## config.mk

```make
export PLATFORM = sky130hd
export DESIGN_NAME = ps2_host_tx
export DESIGN_NICKNAME = d
export VERILOG_FILES = /design/src/rtl/ps2_host_tx_pkg.sv /design/src/rtl/ps2_host_tx_line_sync.sv /design/src/rtl/ps2_host_tx.sv
export SDC_FILE = /design/constraint.sdc
export NUM_CORES = 1
export LEC_CHECK = 0
export CAP_MARGIN = 20
export CORE_MARGIN = 10
export CORE_UTILIZATION = 35
export DETAILED_ROUTE_END_ITERATION = 7
export SYNTH_ARGS = -nofsm -noshare
export SYNTH_HDL_FRONTEND = slang
export SYNTH_SLANG_ARGS = --single-unit
export TNS_END_PERCENT = 10
```

## constraint.sdc

```tcl
create_clock -name clk -period 4.13 [get_ports clk]
set_clock_uncertainty 0.05 [all_clocks]
set_input_delay 0.826 -clock clk [delete_from_list [all_inputs] [get_ports clk]]
set_output_delay 0.826 -clock clk [all_outputs]
set_load 0.01 [all_outputs]
```

## src/rtl/ps2_host_tx_pkg.sv

```systemverilog
// Shared PS/2 definitions: FSM states, command bytes and default timing.
package ps2_host_tx_pkg;

    typedef enum logic [2:0] {
        ST_IDLE       = 3'd0,
        ST_INHIBIT    = 3'd1,
        ST_START      = 3'd2,
        ST_WAIT_FIRST = 3'd3,
        ST_SEND       = 3'd4,
        ST_ACK        = 3'd5,
        ST_WAIT_IDLE  = 3'd6,
        ST_ERR_TO     = 3'd7
    } ps2_state_e;

    localparam logic [7:0] CMD_SET_LEDS = 8'hED;
    localparam logic [7:0] CMD_RESET    = 8'hFF;
    localparam logic [7:0] CMD_ENABLE   = 8'hF4;
    localparam logic [7:0] RSP_ACK      = 8'hFA;

    // Defaults assume a 50 MHz system clock.
    localparam int unsigned INHIBIT_CYCLES_DEF     = 5000;
    localparam int unsigned START_HOLD_CYCLES_DEF  = 100;
    localparam int unsigned FIRST_EDGE_TIMEOUT_DEF = 750000;
    localparam int unsigned FRAME_TIMEOUT_DEF      = 100000;

    localparam int unsigned CNT_W     = 20;
    localparam int unsigned BIT_CNT_W = 4;
    localparam int unsigned FRAME_W   = 9;

    // PS/2 frames carry odd parity over the eight data bits.
    function automatic logic odd_parity(input logic [7:0] d);
        return ~^d;
    endfunction

endpackage

```

## src/rtl/ps2_host_tx_line_sync.sv

```systemverilog
// Two-flop synchronizers for PS2_CLK/PS2_DAT plus a clock falling-edge detector.
module ps2_host_tx_line_sync (
    input  logic clk,
    input  logic rst_n,
    input  logic ps2_clk_i,
    input  logic ps2_dat_i,
    output logic clk_s_o,
    output logic dat_s_o,
    output logic clk_fe_c_o
);

    logic [1:0] clk_sync_q;
    logic [1:0] dat_sync_q;
    logic       clk_prev_q;

    // Synchronizer chains reset to the idle (released, high) line level.
    always_ff @(posedge clk or negedge rst_n) begin
        if (!rst_n) begin
            clk_sync_q <= 2'b11;
            dat_sync_q <= 2'b11;
            clk_prev_q <= 1'b1;
        end else begin
            clk_sync_q <= {clk_sync_q[0], ps2_clk_i};
            dat_sync_q <= {dat_sync_q[0], ps2_dat_i};
            clk_prev_q <= clk_sync_q[1];
        end
    end

    assign clk_s_o    = clk_sync_q[1];
    assign dat_s_o    = dat_sync_q[1];
    assign clk_fe_c_o = clk_prev_q & ~clk_sync_q[1];

endmodule

```

## src/rtl/ps2_host_tx.sv

```systemverilog
// Host-to-device PS/2 command transmitter with open-drain line enables.
module ps2_host_tx
    import ps2_host_tx_pkg::*;
#(
    parameter int unsigned INHIBIT_CYCLES     = INHIBIT_CYCLES_DEF,
    parameter int unsigned START_HOLD_CYCLES  = START_HOLD_CYCLES_DEF,
    parameter int unsigned FIRST_EDGE_TIMEOUT = FIRST_EDGE_TIMEOUT_DEF,
    parameter int unsigned FRAME_TIMEOUT      = FRAME_TIMEOUT_DEF
) (
    input  logic       clk,
    input  logic       rst_n,
    input  logic [7:0] cmd_data,
    input  logic       cmd_valid,
    output logic       cmd_ready,
    input  logic       ps2_clk_in,
    input  logic       ps2_dat_in,
    output logic       ps2_clk_oe,
    output logic       ps2_dat_oe,
    output logic       busy,
    output logic       done,
    output logic       err_nack,
    output logic       err_timeout
);

    localparam logic [CNT_W-1:0] INH_LAST = CNT_W'(INHIBIT_CYCLES - 1);
    localparam logic [CNT_W-1:0] HLD_LAST = CNT_W'(START_HOLD_CYCLES - 1);
    localparam logic [CNT_W-1:0] FE_LAST  = CNT_W'(FIRST_EDGE_TIMEOUT - 1);
    localparam logic [CNT_W-1:0] FT_LAST  = CNT_W'(FRAME_TIMEOUT - 1);
    localparam logic [BIT_CNT_W-1:0] STOP_IDX = BIT_CNT_W'(9);

    ps2_state_e            state_q, state_d;
    logic [CNT_W-1:0]      cnt_q, cnt_d;
    logic [CNT_W-1:0]      frame_cnt_q, frame_cnt_d;
    logic [BIT_CNT_W-1:0]  bit_cnt_q, bit_cnt_d;
    logic [FRAME_W-1:0]    frame_q, frame_d;
    logic                  nack_q, nack_d;
    logic                  clk_oe_q, clk_oe_d;
    logic                  dat_oe_q, dat_oe_d;
    logic                  busy_q, busy_d;
    logic                  ready_q, ready_d;
    logic                  done_q, done_d;
    logic                  nack_p_q, nack_p_d;
    logic                  to_q, to_d;

    logic clk_s;
    logic dat_s;
    logic clk_fe;

    ps2_host_tx_line_sync u_sync (
        .clk        (clk),
        .rst_n      (rst_n),
        .ps2_clk_i  (ps2_clk_in),
        .ps2_dat_i  (ps2_dat_in),
        .clk_s_o    (clk_s),
        .dat_s_o    (dat_s),
        .clk_fe_c_o (clk_fe)
    );

    // State, counters and registered outputs; reset releases both lines at once.
    always_ff @(posedge clk or negedge rst_n) begin
        if (!rst_n) begin
            state_q     <= ST_IDLE;
            cnt_q       <= '0;
            frame_cnt_q <= '0;
            bit_cnt_q   <= '0;
            frame_q     <= '0;
            nack_q      <= 1'b0;
            clk_oe_q    <= 1'b0;
            dat_oe_q    <= 1'b0;
            busy_q      <= 1'b0;
            ready_q     <= 1'b1;
            done_q      <= 1'b0;
            nack_p_q    <= 1'b0;
            to_q        <= 1'b0;
        end else begin
            state_q     <= state_d;
            cnt_q       <= cnt_d;
            frame_cnt_q <= frame_cnt_d;
            bit_cnt_q   <= bit_cnt_d;
            frame_q     <= frame_d;
            nack_q      <= nack_d;
            clk_oe_q    <= clk_oe_d;
            dat_oe_q    <= dat_oe_d;
            busy_q      <= busy_d;
            ready_q     <= ready_d;
            done_q      <= done_d;
            nack_p_q    <= nack_p_d;
            to_q        <= to_d;
        end
    end

    // Next-state, line drive and status pulse logic.
    always_comb begin
        state_d     = state_q;
        cnt_d       = cnt_q + 1'b1;
        frame_cnt_d = '0;
        bit_cnt_d   = bit_cnt_q;
        frame_d     = frame_q;
        nack_d      = nack_q;
        clk_oe_d    = clk_oe_q;
        dat_oe_d    = dat_oe_q;
        done_d      = 1'b0;
        nack_p_d    = 1'b0;
        to_d        = 1'b0;

        case (state_q)
            ST_IDLE: begin
                clk_oe_d  = 1'b0;
                dat_oe_d  = 1'b0;
                bit_cnt_d = '0;
                if (cmd_valid && ready_q) begin
                    frame_d  = {odd_parity(cmd_data), cmd_data};
                    nack_d   = 1'b0;
                    clk_oe_d = 1'b1;
                    state_d  = ST_INHIBIT;
                end
            end
            ST_INHIBIT: begin
                if (cnt_q == INH_LAST) begin
                    dat_oe_d = 1'b1;
                    state_d  = ST_START;
                end
            end
            ST_START: begin
                if (cnt_q == HLD_LAST) begin
                    clk_oe_d = 1'b0;
                    state_d  = ST_WAIT_FIRST;
                end
            end
            ST_WAIT_FIRST: begin
                if (clk_fe) begin
                    dat_oe_d  = ~frame_q[0];
                    bit_cnt_d = BIT_CNT_W'(1);
                    state_d   = ST_SEND;
                end else if (cnt_q == FE_LAST) begin
                    clk_oe_d = 1'b0;
                    dat_oe_d = 1'b0;
                    state_d  = ST_ERR_TO;
                end
            end
            ST_SEND: begin
                frame_cnt_d = frame_cnt_q + 1'b1;
                if (frame_cnt_q == FT_LAST) begin
                    dat_oe_d = 1'b0;
                    state_d  = ST_ERR_TO;
                end else if (clk_fe) begin
                    bit_cnt_d = bit_cnt_q + 1'b1;
                    if (bit_cnt_q == STOP_IDX) begin
                        dat_oe_d = 1'b0;
                        state_d  = ST_ACK;
                    end else begin
                        dat_oe_d = ~frame_q[bit_cnt_q];
                    end
                end
            end
            ST_ACK: begin
                frame_cnt_d = frame_cnt_q + 1'b1;
                if (frame_cnt_q == FT_LAST) begin
                    state_d = ST_ERR_TO;
                end else if (clk_fe) begin
                    nack_d  = dat_s;
                    state_d = ST_WAIT_IDLE;
                end
            end
            ST_WAIT_IDLE: begin
                frame_cnt_d = frame_cnt_q + 1'b1;
                if (frame_cnt_q == FT_LAST) begin
                    state_d = ST_ERR_TO;
                end else if (clk_s && dat_s) begin
                    done_d   = ~nack_q;
                    nack_p_d = nack_q;
                    state_d  = ST_IDLE;
                end
            end
            ST_ERR_TO: begin
                clk_oe_d = 1'b0;
                dat_oe_d = 1'b0;
                to_d     = 1'b1;
                state_d  = ST_IDLE;
            end
            default: begin
                clk_oe_d = 1'b0;
                dat_oe_d = 1'b0;
                state_d  = ST_IDLE;
            end
        endcase

        if (state_d != state_q) begin
            cnt_d = '0;
        end
        busy_d  = (state_d != ST_IDLE);
        ready_d = (state_d == ST_IDLE);
    end

    assign cmd_ready   = ready_q;
    assign busy        = busy_q;
    assign done        = done_q;
    assign err_nack    = nack_p_q;
    assign err_timeout = to_q;
    assign ps2_clk_oe  = clk_oe_q;
    assign ps2_dat_oe  = dat_oe_q;

endmodule

```

==> summary by stage, run 1 <==
Run status
The run finished with clean final reports.

STA
The highest attainable clock frequency is 313.4 MHz. At the pin with the least slew margin, the transition time is 890.7 ps. The period utilization is 0.7725. Setup repair after global routing left no endpoint under its margin. The count of pins over their slew limit is 0. The aggregate negative setup slack is 0 ps.

Measured against its own limit, the worst slew margin works out to 0.4057. Setup violations remaining at the end of the flow were counted as 0. The hold violation total from the final report is 0. The final critical delay including setup and external delays is 3191 ps.

Floorplanning
The number of placement rows is 39. The number of top-level pins is 20. The chip height is 127.9 um. The area inside the core boundary is 11420 sq um. The starting utilization of the core area is 0.3570. The horizontal extent of the die is 127.9 um. The die covers 16360 sq um.

Logic synthesis
For this run, asynchronously set or reset flops after synthesis account for 1.000. Yosys instantiated no cell more often than sky130_fd_sc_hd__dfrtp_1. The biggest area contributor in the post-synthesis netlist is sky130_fd_sc_hd__dfrtp_1. The share of the Yosys chip area taken by registers is 0.4254. Of the post-synthesis cell area, the dominant cell type holds 0.3867. Synthesis instantiated 60 different standard cells from the library. After synthesis the cells add up to 4076 sq um.

The gate count after technology mapping is 404. During synthesis, Yosys emitted a total of 0 warnings. Sorting the synthesized cells by how often they occur yields sky130_fd_sc_hd__dfrtp_1, sky130_fd_sc_hd__nand2_1, sky130_fd_sc_hd__nor2_1, sky130_fd_sc_hd__xnor2_1, sky130_fd_sc_hd__o21ai_0.

The synthesized flop and latch total is 69. Yosys attributes the largest share of cell area to sky130_fd_sc_hd__dfrtp_1, sky130_fd_sc_hd__nor4_2, sky130_fd_sc_hd__xnor2_1, sky130_fd_sc_hd__xor2_1, sky130_fd_sc_hd__dfstp_2. The predominant post-synthesis flop cell is sky130_fd_sc_hd__dfrtp_1. Yosys mapped a number of flops with a built-in enable equal to 0. The average cell area after synthesis is 10.09 sq um. The number of nets in the synthesized netlist is 426.

Global routing
The first global-routing pass estimated 15510 um of wire. Global routing finished with a remaining overflow of 0. The pin count of the biggest net entering global routing is 47. The via count of the first global-routing pass is 3090.

For this run, the total global-route usage over all layers was measured as 0.1160. The initial antenna violation count came to 0.

CTS
The H-tree depth is 3. TritonCTS built the clock tree. The root buffer selected by CTS is sky130_fd_sc_hd__clkbuf_16.

For this design, the CTS-stage hold fixing added 0 buffers. Post-CTS repair changed the size of 0 cells. Counting every sink on the clock net gives 69. The clock latency at the later pin of the worst-skew pair is 350 ps. Clock-pin slew was measured on the worst setup and hold paths at 60 ps. The TritonCTS buffer count is 9. Post-CTS timing repair inserted 0 buffers for setup.

The number of buffers on the longest clock path is 2.

Critical path
The reg-to-reg critical path endpoint is cnt_q[11]. STA classifies the critical path endpoint as a flop. The setup path with the least slack is of type reg -> reg. The nature of the critical path startpoint is a flop. The worst register-to-register path has a depth of 8. For the worst setup path, the data required time is 4330 ps.

The worst setup slack for register-to-register paths is 940 ps. In this run the critical register-to-register path is launched from state_q[0]. Data on the critical path arrives at its endpoint at 3390 ps. The maximum fanout encountered on the critical timing path is 20.

Pwr
In this run the power density over the cells is 463.9 nW/um^2. The static leakage is 1.847 nW. The largest vdd supply drop is 268.1 uV.

Drt
The via count is 3042. The number of detailed-routing iterations run before antenna repair is 4. For this run, design rule violations remaining after detail routing come to 0. The DRC marker count from the first detailed-route iteration is 233. The number of routed nets with antenna violations is 0. The via count normalized by instance count is 5.337.

Dividing the detail-routed wire length by the instance count gives 15.68 um. The routed wire length is 8939 um.

Finish
The total area of multi-input combinational cells is 2236 sq um. Summing all flip-flop and latch instances after layout gives 1734 sq um. The number of antenna diodes in the final layout is 0. The number of filler cells placed in the layout is 1143. The share of layout cells above drive strength 1 is 0.1780. From synthesis to final layout, the design area changed by 15.72%. The utilization after layout is 0.4131. After the last flow step, the layout net total stands at 444.

Hold path
The worst min-delay path category is reg -> reg. The endpoint of the worst hold-timing path is u_sync.clk_sync_q[1]. In this run the most critical hold path is launched from u_sync.clk_sync_q[0]. The worst hold path was traced through 0 stages.

Placed design
Input and output buffers added on the ports amount to 19. Detailed placement ended at an HPWL of 6218 um. The placer's final routability congestion estimate is 0.8934.

Flow run
The number of maximum-capacitance violations is 0.
-- critical path, stage by stage, from the launching register on --
cell and delay [ps]:
sky130_fd_sc_hd__dfrtp_1 580, sky130_fd_sc_hd__ha_1 340, sky130_fd_sc_hd__nand2b_2 130, sky130_fd_sc_hd__or4_4 550, sky130_fd_sc_hd__o221a_1 270, sky130_fd_sc_hd__o21ai_2 80, sky130_fd_sc_hd__a2bb2oi_2 700, sky130_fd_sc_hd__o21ai_0 210
sky130_fd_sc_hd__nor4_2 170
-- power by group --
group          total (mW)  switching [mW]  internal (mW)
combinational       0.569           0.322          0.248
clock               0.774           0.307          0.467
sequential          0.845          0.0731          0.772
-- metrics by stage --
step | instance area (sq um) | hold slack [ps] | cells | power [mW] | setup slack (ps)
final | 4717 | 306.0 | 570 | 2.188 | 939.4
after global routing | 4717 | 308.6 | 570 | 2.322 | 646.1
after CTS | 4690 | 307.8 | 569 | 2.200 | 926.8
after detailed placement | 4390 | 298.7 | 553 | 1.413 | 949.5
after global placement | 4390 | 296.9 | 553 | 1.400 | 1013
after floorplan | 4076 | 295.2 | 404 | 1.255 | 1636
-- sequential cells by signal (all words and copies together) (netlist names), 2 cells and up --
register,flops
frame_q,9
u_sync.dat_sync_q,2
bit_cnt_q,4
cnt_q,20
u_sync.clk_sync_q,2
state_q,3
frame_cnt_q,20
-- how the worst max path moves through the flow --
stage / start / end / slack [ps] / depth (start not counted)
after floorplan: state_q[0] / cnt_q[0] / 1640 / 10
after global placement: state_q[0] / cnt_q[11] / 1010 / 8
after detailed placement: state_q[0] / cnt_q[8] / 950 / 7
after CTS: state_q[0] / cnt_q[8] / 930 / 7
after global routing: state_q[0] / cnt_q[11] / 650 / 8
final: state_q[0] / cnt_q[11] / 940 / 8
-- cells in the final DEF, fill, tap and decap left out, types with 11 or more instances in the layout --
| cell type | n |
|---|---|
| sky130_fd_sc_hd__clkdlybuf4s50_1 | 18 |
| sky130_fd_sc_hd__dfrtp_1 | 63 |
| sky130_fd_sc_hd__mux2_2 | 11 |
| sky130_fd_sc_hd__nand2_1 | 37 |
| sky130_fd_sc_hd__nand3_1 | 14 |
| sky130_fd_sc_hd__nand4_1 | 11 |
| sky130_fd_sc_hd__nor2_1 | 37 |
| sky130_fd_sc_hd__nor4_2 | 20 |
| sky130_fd_sc_hd__o21ai_0 | 21 |
| sky130_fd_sc_hd__o21ai_1 | 11 |
| sky130_fd_sc_hd__xnor2_1 | 24 |
| sky130_fd_sc_hd__xor2_1 | 20 |
-- cells by family after synthesis --
logic type | synth area share
flops | 0.4254
simple gates | 0.2747
fa+ha+maj | 0.02762
xor+xnor | 0.09454
compound gates | 0.1028
buf+inv | 0.02854
mux | 0.04635
-- per-layer routing --
| metal | part of all wire | track usage |
|---|---|---|
| met1 | 0.49 | 0.1561 |
| met2 | 0.46 | 0.1732 |
| met3 | 0.038 | 0.02978 |
| met4 | 0.015 | 0.04702 |
| met5 | 0 | 0 |
-- final cells by class --
type,instances,share of cell area
clock buffers,9,0.04775
clock inverters,7,0.01565
well taps,143,0.03793
inverters,5,0.003979
flip-flops and latches,69,0.3676
multi-input cells,312,0.4740
repair buffers,25,0.05305
Power figures use the tool's default switching activity.
==> run 2: changes to the inputs <==
==> constraint.sdc (replaced) <==
create_clock -name clk -period 2.7 [get_ports clk]
set_clock_uncertainty 0.05 [all_clocks]
set_input_delay 0.54 -clock clk [delete_from_list [all_inputs] [get_ports clk]]
set_output_delay 0.54 -clock clk [all_outputs]
set_load 0.01 [all_outputs]
==> run 2 against run 1 <==
Against the previous run: clock power rose by 52%; maximum frequency increased by 26%; die area unchanged; worst hold slack lost 140 ps; first-iteration DRC count up 6.9%; clock-buffer cell count up 5; register-to-register slack got worse by 780 ps; final area up 5.3%; flip-flop and latch count is the same; final cell count rose by 4.6%; wire length grew 3.2%; non-clock buffer count increased by 25.
==> summary by stage, run 2 (synthesis gave the netlist of run 1 again) <==
Pwr
The areal power density over the cells came to 700.3 nW/um^2 (+51%). The total chip power is 3.480 mW (+59%). The static leakage is 2.004 nW (+8.5%). The largest vdd supply drop is 417.7 uV (+56%).

STA
The highest attainable clock frequency is 394.3 MHz (+26%). The slew at the pin closest to its max-slew limit came to 688.8 ps (-201.9 ps). The hold violation total from the final report is 0 (unchanged). The count of pins over their slew limit came to 0 (unchanged). The relative slew slack is 0.5393 (+0.1336). The final critical delay including setup and external delays came to 2536 ps (-654.2 ps). The total of endpoints with negative setup slack in the final report is 0 (unchanged).

Setup repair after global routing could not meet its margin everywhere. The worst hold slack after final layout came to 167.9 ps (-138.1 ps). The period utilization is 0.9394 (+0.1669). The aggregate negative setup slack is 0 ps (unchanged).

CTS
The TritonCTS buffer count is 9 (unchanged). The clock latency at the later pin of the worst-skew pair was 330 ps (-20 ps). The number of buffers added to fix hold violations after cts is 0 (unchanged). The clock sink count is 69 (unchanged). The TritonCTS clock tree is built. The number of buffers on the longest clock path is 2 (unchanged). The H-tree depth is 3 (unchanged).

The root buffer cell chosen for the clock tree is sky130_fd_sc_hd__clkbuf_16. The clock slew seen by the registers of the worst setup and hold paths is 60 ps (about the same).

Finish
The share of layout cells above drive strength 1 is 0.2252 (+0.04718). The count of antenna diodes in the layout is 0 (unchanged). The largest registers in the layout are cnt_q x20, frame_cnt_q x20, frame_q x9. Leaving out fill and tap cells, the most frequent cell in the layout is sky130_fd_sc_hd__dfrtp_1. The library cells used most frequently in the layout, excluding fill and tap cells, are sky130_fd_sc_hd__dfrtp_1, sky130_fd_sc_hd__nor2_1, sky130_fd_sc_hd__nand2_1. The synthesis-to-finish area growth is 21.88%. The final-stage net count is 470 (+5.9%).

Critical path
The worst setup path is of the reg -> reg kind. The maximum single-stage delay on the critical path is 550 ps (-150 ps). STA classifies the critical path startpoint as a flop. The reg-to-reg critical path endpoint is cnt_q[14].

The path length in cells of the critical path was 10 (+2). The worst setup slack for register-to-register paths is 160 ps (-780 ps). The maximum fanout encountered on the critical timing path is 20 (unchanged). On the critical path the largest part of the delay comes from simple AND/OR/NAND/NOR gates. The master of the slowest instance on the critical path is sky130_fd_sc_hd__or4_4. The worst endpoint required time is 2880 ps (-1450 ps). The critical path data arrival time came to 2720 ps (-670 ps). STA classifies the critical path endpoint as a flop. The number of cell instances on the worst register-to-register path is 10 (+2). Traced cell by cell, the critical path runs through buf_6 > ha_1 > nand2b_2 > or4_4 > o221a_1 > o21ai_2 > a2bb2oi_2 > buf_12 > o21ai_0 > nor4_2. The buffers plus inverters on the worst setup path is 2 (+2). The startpoint of the worst-slack reg-to-reg timing path is state_q[0].

Floorplanning
The overall die area is 16360 sq um (unchanged). The chip height was 127.9 um (unchanged). The horizontal extent of the die is 127.9 um (unchanged). The number of placement rows is 39 (unchanged). The starting utilization of the core area is 0.3570 (unchanged). The number of top-level pins is 20 (unchanged). The area inside the core boundary is 11420 sq um (unchanged).

Drt
The via count normalized by instance count is 5.322 (-0.28%). The routed wire length is 9228 um (+3.2%). The DRC violation count after routing is 0 (unchanged). The via count is 3172 (+4.3%). The number of detailed-routing iterations run before antenna repair is 4 (unchanged). The DRC marker count from the first detailed-route iteration is 249 (+6.9%). The wire length per cell is 15.48 um (-1.3%). The number of routed nets with antenna violations is 0 (unchanged).

Global routing
The via count of the first global-routing pass was 3224 (+4.3%). The global-route wire length before repair was 15930 um (+2.7%). The remaining global-route overflow is 0 (unchanged).

The global-route usage over all layers is 0.1178 (+0.001749). The pin count of the biggest net entering global routing came to 47 (unchanged). The initial antenna violation count is 0 (unchanged).

Run status
The flow ran to the end, and the final reports show no timing, DRC or antenna violations.

Placed design
The HPWL after detailed placement is 6455 um (+3.8%). The number of buffer cells added on primary ports is 19 (unchanged). The placer's final routability congestion estimate is 0.8298 (-7.1%).

Hold path
The tightest min-delay check is of the in -> async type.

Flow run
The number of maximum-capacitance violations is 0 (unchanged).
-- run 2: cell types whose count changed in the layout (fill, tap and decap cells not counted), sizes merged --
| cell | delta |
|---|---|
| buf | +25 |
| clkbuf | +5 |
| clkinvlp | -4 |
| inv | -1 |
| nor3 | +1 |
-- run 2: worst max-delay path by stage --
stage / start / end / slack, ps
final: state_q[0] / cnt_q[14] / 160
after floorplan: state_q[0] / cnt_q[0] / 210
after global placement: cnt_q[14] / cnt_q[8] / -7
after CTS: state_q[0] / cnt_q[14] / 50
after global routing: cnt_q[0] / cnt_q[14] / -20
after detailed placement: cnt_q[0] / cnt_q[14] / -60
-- run 2: cell type report --
class | instances | area [sq um]
Fill cell | 1121 | 6450
Inverter | 5 | 18.77
Sequential cell | 69 | 1734
Clock buffer | 14 | 264.0
Tap cell | 143 | 178.9
Timing Repair Buffer | 50 | 471.7
Clock inverter | 2 | 35.03
Multi-Input combinational cell | 313 | 2266
-- run 2: where the power goes --
part           internal [mW]  total, mW  switching [mW]
Sequential              1.18       1.27          0.0922
Clock                  0.765       1.18           0.419
Combinational          0.462       1.02           0.560
Total                   2.41       3.48            1.07
-- run 2: routing by layer --
layer	share of wire	track usage	vias to the layer above	routed length [um]
li1	-	-	1554	-
met1	0.47	0.1524	1544	4333
met2	0.48	0.1888	65	4404
met3	0.043	0.03309	9	399
met4	0.0099	0.03046	0	91
met5	0	0	-	0
-- run 2: per-stage QoR --
| stage | setup slack [ps] | std cells | cell area (sq um) | util |
|---|---|---|---|---|
| 5_1_grt | -22.64 | 596 | 4969 | 0.4351 |
| 4_1_cts | 54.45 | 594 | 4936 | 0.4323 |
| 3_5_place_dp | -61.06 | 577 | 4621 | 0.4047 |
| 2_1_floorplan | 206.1 | 404 | 4076 | - |
| 3_3_place_gp | -6.988 | 577 | 4621 | 0.4047 |
| 6_report | 163.6 | 596 | 4969 | 0.4351 |
-- run 2: worst reg2reg max path: stages, from the launching register on --
cell	delay (ps)
sky130_fd_sc_hd__dfrtp_1	360
sky130_fd_sc_hd__buf_6	160
sky130_fd_sc_hd__ha_1	200
sky130_fd_sc_hd__nand2b_2	110
sky130_fd_sc_hd__or4_4	550
sky130_fd_sc_hd__o221a_1	270
sky130_fd_sc_hd__o21ai_2	90
sky130_fd_sc_hd__a2bb2oi_2	200
sky130_fd_sc_hd__buf_12	180
sky130_fd_sc_hd__o21ai_0	110
sky130_fd_sc_hd__nor4_2	150
-- run 2: repair_timing --
| item | CTS | global route |
|---|---|---|
| setup endpoints to repair | 20 | 20 |
| gates cloned | 1 | 0 |
| buffers inserted | 0 | 2 |
| hold endpoints to repair | 0 | 0 |
| resized for setup | 1 | 4 |
| pin swaps | 1 | 3 |
==> run 3: changes to the inputs <==
--- a/config.mk
+++ b/config.mk
@@ -9,6 +9,8 @@
 export CORE_MARGIN = 10
 export CORE_UTILIZATION = 35
 export DETAILED_ROUTE_END_ITERATION = 7
+export HOLD_SLACK_MARGIN = 0.1
+export SLEW_MARGIN = 30
 export SYNTH_ARGS = -nofsm -noshare
 export SYNTH_HDL_FRONTEND = slang
 export SYNTH_SLANG_ARGS = --single-unit
==> run 3 against run 2 <==
Against the previous run: non-clock buffer count rose by 9; clock-buffer cell count fell by 4; clock power rose by 14%; flip-flop and latch count did not move; wire length rose by 1.9%; largest power group is now the clock network.
==> summary by stage, run 3 (synthesis gave the netlist of run 1 again) <==
CTS
The number of buffers on the longest clock path is 2 (unchanged). The TritonCTS clock tree is built. The TritonCTS buffer count is 9 (unchanged). The clock latency at the later pin of the worst-skew pair is 330 ps (about the same). The H-tree depth came to 3 (unchanged).

The clock sink count is 69 (unchanged). The root buffer selected by CTS is sky130_fd_sc_hd__clkbuf_16. The clock slew seen by the registers of the worst setup and hold paths was 50 ps (about the same).

STA
The final critical delay including setup and external delays is 2601 ps (+65.07 ps). The relative slew slack is 0.5896 (+0.05030). Setup repair after global routing could not meet its margin everywhere. The slew at the pin closest to its max-slew limit was 615.6 ps (-73.21 ps). The count of pins over their slew limit is 0 (unchanged).

The hold violation total from the final report was 0 (unchanged). The highest attainable clock frequency is 384.4 MHz (-2.5%). The period utilization came to 0.9635 (+0.02410). The total of endpoints with negative setup slack in the final report is 0 (unchanged). The worst hold slack after final layout is 172.1 ps (+4.257 ps).

Finish
The final instance area is 5116 sq um (+3.0%). In the final layout, the registers with the most flip-flops are cnt_q x20, frame_cnt_q x20, frame_q x9. The synthesis-to-finish area growth is 25.51%. Leaving out fill and tap cells, the most frequent cell in the layout is sky130_fd_sc_hd__dfrtp_1. The area taken by flip-flops and latches was 1734 sq um (unchanged). The utilization after layout is 0.4481 (+0.01293). The number of filler cells placed in the layout was 1095 (-2.3%).

The total area of multi-input combinational cells is 2276 sq um (+0.44%). The count of antenna diodes in the layout is 0 (unchanged). The final-stage net count is 478 (+1.7%). The share of layout cells above drive strength 1 was 0.2430 (+0.01778). In the layout the commonest cells are sky130_fd_sc_hd__dfrtp_1, sky130_fd_sc_hd__nand2_1, sky130_fd_sc_hd__nor2_1.

Drt
The routed wire length is 9407 um (+1.9%). The via count normalized by instance count is 5.240 (-1.5%). The DRC violation count after routing is 0 (unchanged).

The number of routed nets with antenna violations came to 0 (unchanged). The DRC marker count from the first detailed-route iteration was 266 (+6.8%). The via count is 3165 (-0.22%). The wire length per cell is 15.57 um (+0.59%). The number of detailed-routing iterations run before antenna repair was 4 (unchanged).

Critical path
The critical path data arrival time is 2750 ps (+30 ps). The worst setup path startpoint is cnt_q[1]. In this run the critical register-to-register path is launched from cnt_q[1]. The worst setup slack for register-to-register paths came to 100 ps (-70 ps). The endpoint class of the critical path is a flop.

The number of cell instances on the worst register-to-register path is 10 (unchanged). The worst endpoint required time was 2840 ps (-40 ps). The reg-to-reg critical path endpoint is cnt_q[1]. STA classifies the critical path startpoint as a flop. The category of the critical setup timing path is reg -> reg. The maximum fanout encountered on the critical timing path is 20 (unchanged).

Floorplanning
The starting utilization of the core area came to 0.3570 (unchanged). The chip height is 127.9 um (unchanged). The number of placement rows is 39 (unchanged). The horizontal extent of the die is 127.9 um (unchanged).

The area inside the core boundary was 11420 sq um (unchanged). The overall die area was 16360 sq um (unchanged). The number of top-level pins is 20 (unchanged).

Pwr
The static leakage is 2.072 nW (+3.4%). The largest vdd supply drop is 406.5 uV (-2.7%). The total chip power is 3.674 mW (+5.6%). The areal power density over the cells is 718.1 nW/um^2 (+2.5%).

Placed design
The instance area after placement is 4647 sq um (+0.57%). The number of buffer cells added on primary ports is 19 (unchanged). The placer's final routability congestion estimate was 0.8298 (unchanged). The HPWL after detailed placement came to 6570 um (+1.8%).

Flow run
The number of maximum-capacitance violations is 0 (unchanged).

Global routing
The via count of the first global-routing pass is 3260 (+1.1%). The global-route usage over all layers is 0.1176 (-0.0002086). The initial antenna violation count is 0 (unchanged). The remaining global-route overflow is 0 (unchanged). The pin count of the biggest net entering global routing is 47 (unchanged).

The global-route wire length before repair is 15880 um (-0.31%).

Run status
The run finished with clean final reports.

Hold path
In this run the worst hold path is classified as in -> async.
==> run 3: changes by cell type in the layout (fill, tap and decap cells not counted), moves of 2 or more <==
cell / delta
sky130_fd_sc_hd__clkbuf_8: -2
sky130_fd_sc_hd__buf_4: +6
sky130_fd_sc_hd__clkbuf_1: -2
sky130_fd_sc_hd__bufinv_16: +2
==> run 3: layout make-up <==
| class | count | share of cell area |
|---|---|---|
| inverter | 5 | 0.003668 |
| clock buffer | 10 | 0.04475 |
| tap | 143 | 0.03497 |
| timing repair buffer | 59 | 0.1110 |
| clock inverter | 6 | 0.02177 |
| multi-input combinational | 312 | 0.4449 |
| sequential | 69 | 0.3390 |
==> run 3: how the worst max path moves through the flow <==
| stage | end | slack [ps] | cells after the start |
|---|---|---|---|
| final | cnt_q[1] | 100 | 10 |
| after CTS | cnt_q[14] | 90 | 10 |
| after global routing | cnt_q[19] | -10 | 10 |
| after global placement | cnt_q[8] | -7 | 6 |
| after floorplan | cnt_q[0] | 210 | 10 |
| after detailed placement | cnt_q[14] | 130 | 10 |
==> run 3: routing by layer <==
layer,part of all wire,vias up,track usage
li1,-,1565,-
met1,0.47,1536,0.1514
met2,0.48,60,0.1882
met3,0.039,4,0.03184
met4,0.0067,0,0.03510
met5,0,-,0
==> run 3: where the power goes <==
group / switching, mW / total, mW / internal [mW] / leakage, nW
Clock: 0.441 / 1.34 / 0.903 / 0.163
Combinational: 0.554 / 1.05 / 0.496 / 0.997
Sequential: 0.0978 / 1.28 / 1.18 / 0.911
==> run 3: stage by stage <==
| stage | setup TNS, ps | setup WS (ps) | cells |
|---|---|---|---|
| finish | 0 | 98.58 | 604 |
| floorplan | 0 | 206.1 | 404 |
| global placement | -113.1 | -6.988 | 577 |
| CTS | 0 | 86.28 | 595 |
| detailed placement | 0 | 130.5 | 579 |
| global route | -50.14 | -11.85 | 604 |
==> run 3: worst max-delay path, cell delays in order, from the launching register on <==
cell	delay [ps]
sky130_fd_sc_hd__dfrtp_1	410
sky130_fd_sc_hd__ha_4	170
sky130_fd_sc_hd__nand4_1	200
sky130_fd_sc_hd__or4_4	580
sky130_fd_sc_hd__o221a_1	290
sky130_fd_sc_hd__o21ai_2	110
sky130_fd_sc_hd__buf_4	170
sky130_fd_sc_hd__a211oi_4	40
sky130_fd_sc_hd__o21ai_2	180
sky130_fd_sc_hd__buf_12	210
sky130_fd_sc_hd__nor4_2	60
==> run 3: what timing repair did <==
item / 4_1_cts / 5_1_grt
resized for setup: 0 / 7
hold endpoints to repair: 0 / 0
hold buffers: 0 / 0
buffers inserted: 0 / 9
endpoints found under the setup margin: 0 / 10
==> edit: new RTL, config.mk and constraints of run 2 <==
Re-encode `ps2_state_e` (8 states) as one-hot, 8 bits wide.
--- a/src/rtl/ps2_host_tx_pkg.sv
+++ b/src/rtl/ps2_host_tx_pkg.sv
@@ -1,15 +1,15 @@
 // Shared PS/2 definitions: FSM states, command bytes and default timing.
 package ps2_host_tx_pkg;
 
-    typedef enum logic [2:0] {
-        ST_IDLE       = 3'd0,
-        ST_INHIBIT    = 3'd1,
-        ST_START      = 3'd2,
-        ST_WAIT_FIRST = 3'd3,
-        ST_SEND       = 3'd4,
-        ST_ACK        = 3'd5,
-        ST_WAIT_IDLE  = 3'd6,
-        ST_ERR_TO     = 3'd7
+    typedef enum logic [7:0] {
+        ST_IDLE       = 8'b00000001,
+        ST_INHIBIT    = 8'b00000010,
+        ST_START      = 8'b00000100,
+        ST_WAIT_FIRST = 8'b00001000,
+        ST_SEND       = 8'b00010000,
+        ST_ACK        = 8'b00100000,
+        ST_WAIT_IDLE  = 8'b01000000,
+        ST_ERR_TO     = 8'b10000000
     } ps2_state_e;
 
     localparam logic [7:0] CMD_SET_LEDS = 8'hED;
Check against the original RTL: no difference found for any inputs over 10 cycles, from zero or initial values and one cycle with rst_n low; not proved beyond that.
==> edit against run 2 <==
Total power up 6.0%; count of clock-buffer cells in the layout fell by 3; worst setup slack got worse by 0.017 ns; wire length is 0.63% higher; utilization down 1.6 points; non-clock buffer count fell by 20; synthesized cell count increased by 1.2%; synthesized area increased by 0.55%; design area fell by 3.2%; sequential cell count grew 5; largest cell class unchanged.
==> edit: results (changes against run 2) <==
R2R depth -> 7 (-3)
Crit Path Category -> flip-flop to flip-flop
sequential share of power -> 0.379 (+0.013)
Synth Area in XOR/XNOR -> 0.09402 (-0.0005194)
beginning of the critical path -> frame_cnt_q[13]$_DFF_PN0_
clock group share of total power -> 0.343 (+0.003)
post-synthesis mux area share -> 0.03541 (-0.01094)
Worst path slowest cell -> or4_1
Largest regs -> cnt_q (20), frame_cnt_q (20), frame_q (9)
post-CTS sizing -> 0 (-1)
top cell family by delay on the critical path -> simple AND/OR/NAND/NOR gates
via count -> 3197 (+0.79%)
Max VDD drop -> 406.8 uV (-2.6%)
CTS clk-pin slew, worst paths -> 0.06 ns (about the same)
P_int -> 2535 uW (+5.3%)
ranking of synthesized cells by area -> dfrtp_1 (41%), xor2_1 (4.9%), nor3_2 (4.9%), dfstp_2 (4.5%), xnor2_1 (4.5%)
FF-to-FF setup slack -> 0.15 ns (-0.02 ns)
largest net degree at the start of global routing -> 75 (+60%)
first-pass GRT wire length -> 15.84 mm (-0.61%)
Post-Synth Adder-Cell Area -> 0.01221 (-0.01541)
Hold Slack -> 0.2931 ns (+0.1252 ns)
FF+latch area -> 1861 um^2 (+7.3%)
Placer Congestion -> 0.9015 (+8.6%)
htree depth -> 3 (unchanged)
share of cells above drive strength 1 -> 0.1727 (-0.05244)
Compound-Gate Fraction of Synth Area -> 0.09707 (-0.005754)
Power, Total -> 3688 uW (+6.0%)
Net count, final -> 452 (-3.8%)
initial antenna violation count -> 0 (unchanged)
vias in the first global route -> 3131 (-2.9%)
Post-DP HPWL -> 6.565 mm (+1.7%)
IO buf count -> 19 (unchanged)
Synth cell types -> 61 (+1.7%)
leakage power -> 0.002030 uW (+1.3%)
Crit path largest cell delay -> 0.53 ns (-0.02 ns)
worst r2r dst -> cnt_q[7]$_DFF_PN0_
Routed WL -> 9.286 mm (+0.63%)
GRT Overall Usage -> 0.1167 (-0.001071)
worst-margin pin slew -> 0.9425 ns (+0.2536 ns)
DRT Pass-1 Iters -> 4 (unchanged)
Seq/Total Area, Yosys -> 0.4539 (+0.02849)
Root Driver -> clkbuf_16
n_diodes -> 0 (unchanged)
status -> finished clean
Commonest cells post-synth -> dfrtp_1 (67), nor2_1 (41), nand2_1 (32), xor2_1 (23), nand3_1 (22)
Placed Instance Area -> 4493 um^2 (-2.8%)
yosys synthesis warning count -> 0 (unchanged)
filler cell count -> 1078 (-3.8%)
Initial DRC Count -> 299 (+20%)
[edit: cell type report]
| type | instances | share of cell area |
|---|---|---|
| Sequential cell | 74 | 0.3869 |
| Clock inverter | 5 | 0.01639 |
| Timing Repair Buffer | 30 | 0.06141 |
| Multi-Input combinational cell | 310 | 0.4418 |
| Inverter | 10 | 0.007806 |
| Clock buffer | 11 | 0.04840 |
| Tap cell | 143 | 0.03721 |
[edit: logic make-up (layout without fill, tap and decap cells)]
family	Yosys count	count (layout)
compound gates	58	58
xor+xnor	44	44
fa+ha+maj	4	4
buf+inv	25	56
flops	74	74
mux	11	11
simple gates	193	193
[edit: per-layer routing]
metal  global-route usage  wire length (um)  up-vias
met3              0.02978               509       15
li1                     -                 -     1515
met2               0.1708              4268       93
met4              0.05033               173        0
met1               0.1585              4334     1574
met5                    0                 0        -
[edit: through the flow]
stage	std cells	setup slack [ns]
CTS	583	0.1026
global route	583	0.05067
floorplan	409	0.3668
global placement	567	0.2137
detailed placement	567	0.1362
finish	583	0.1469
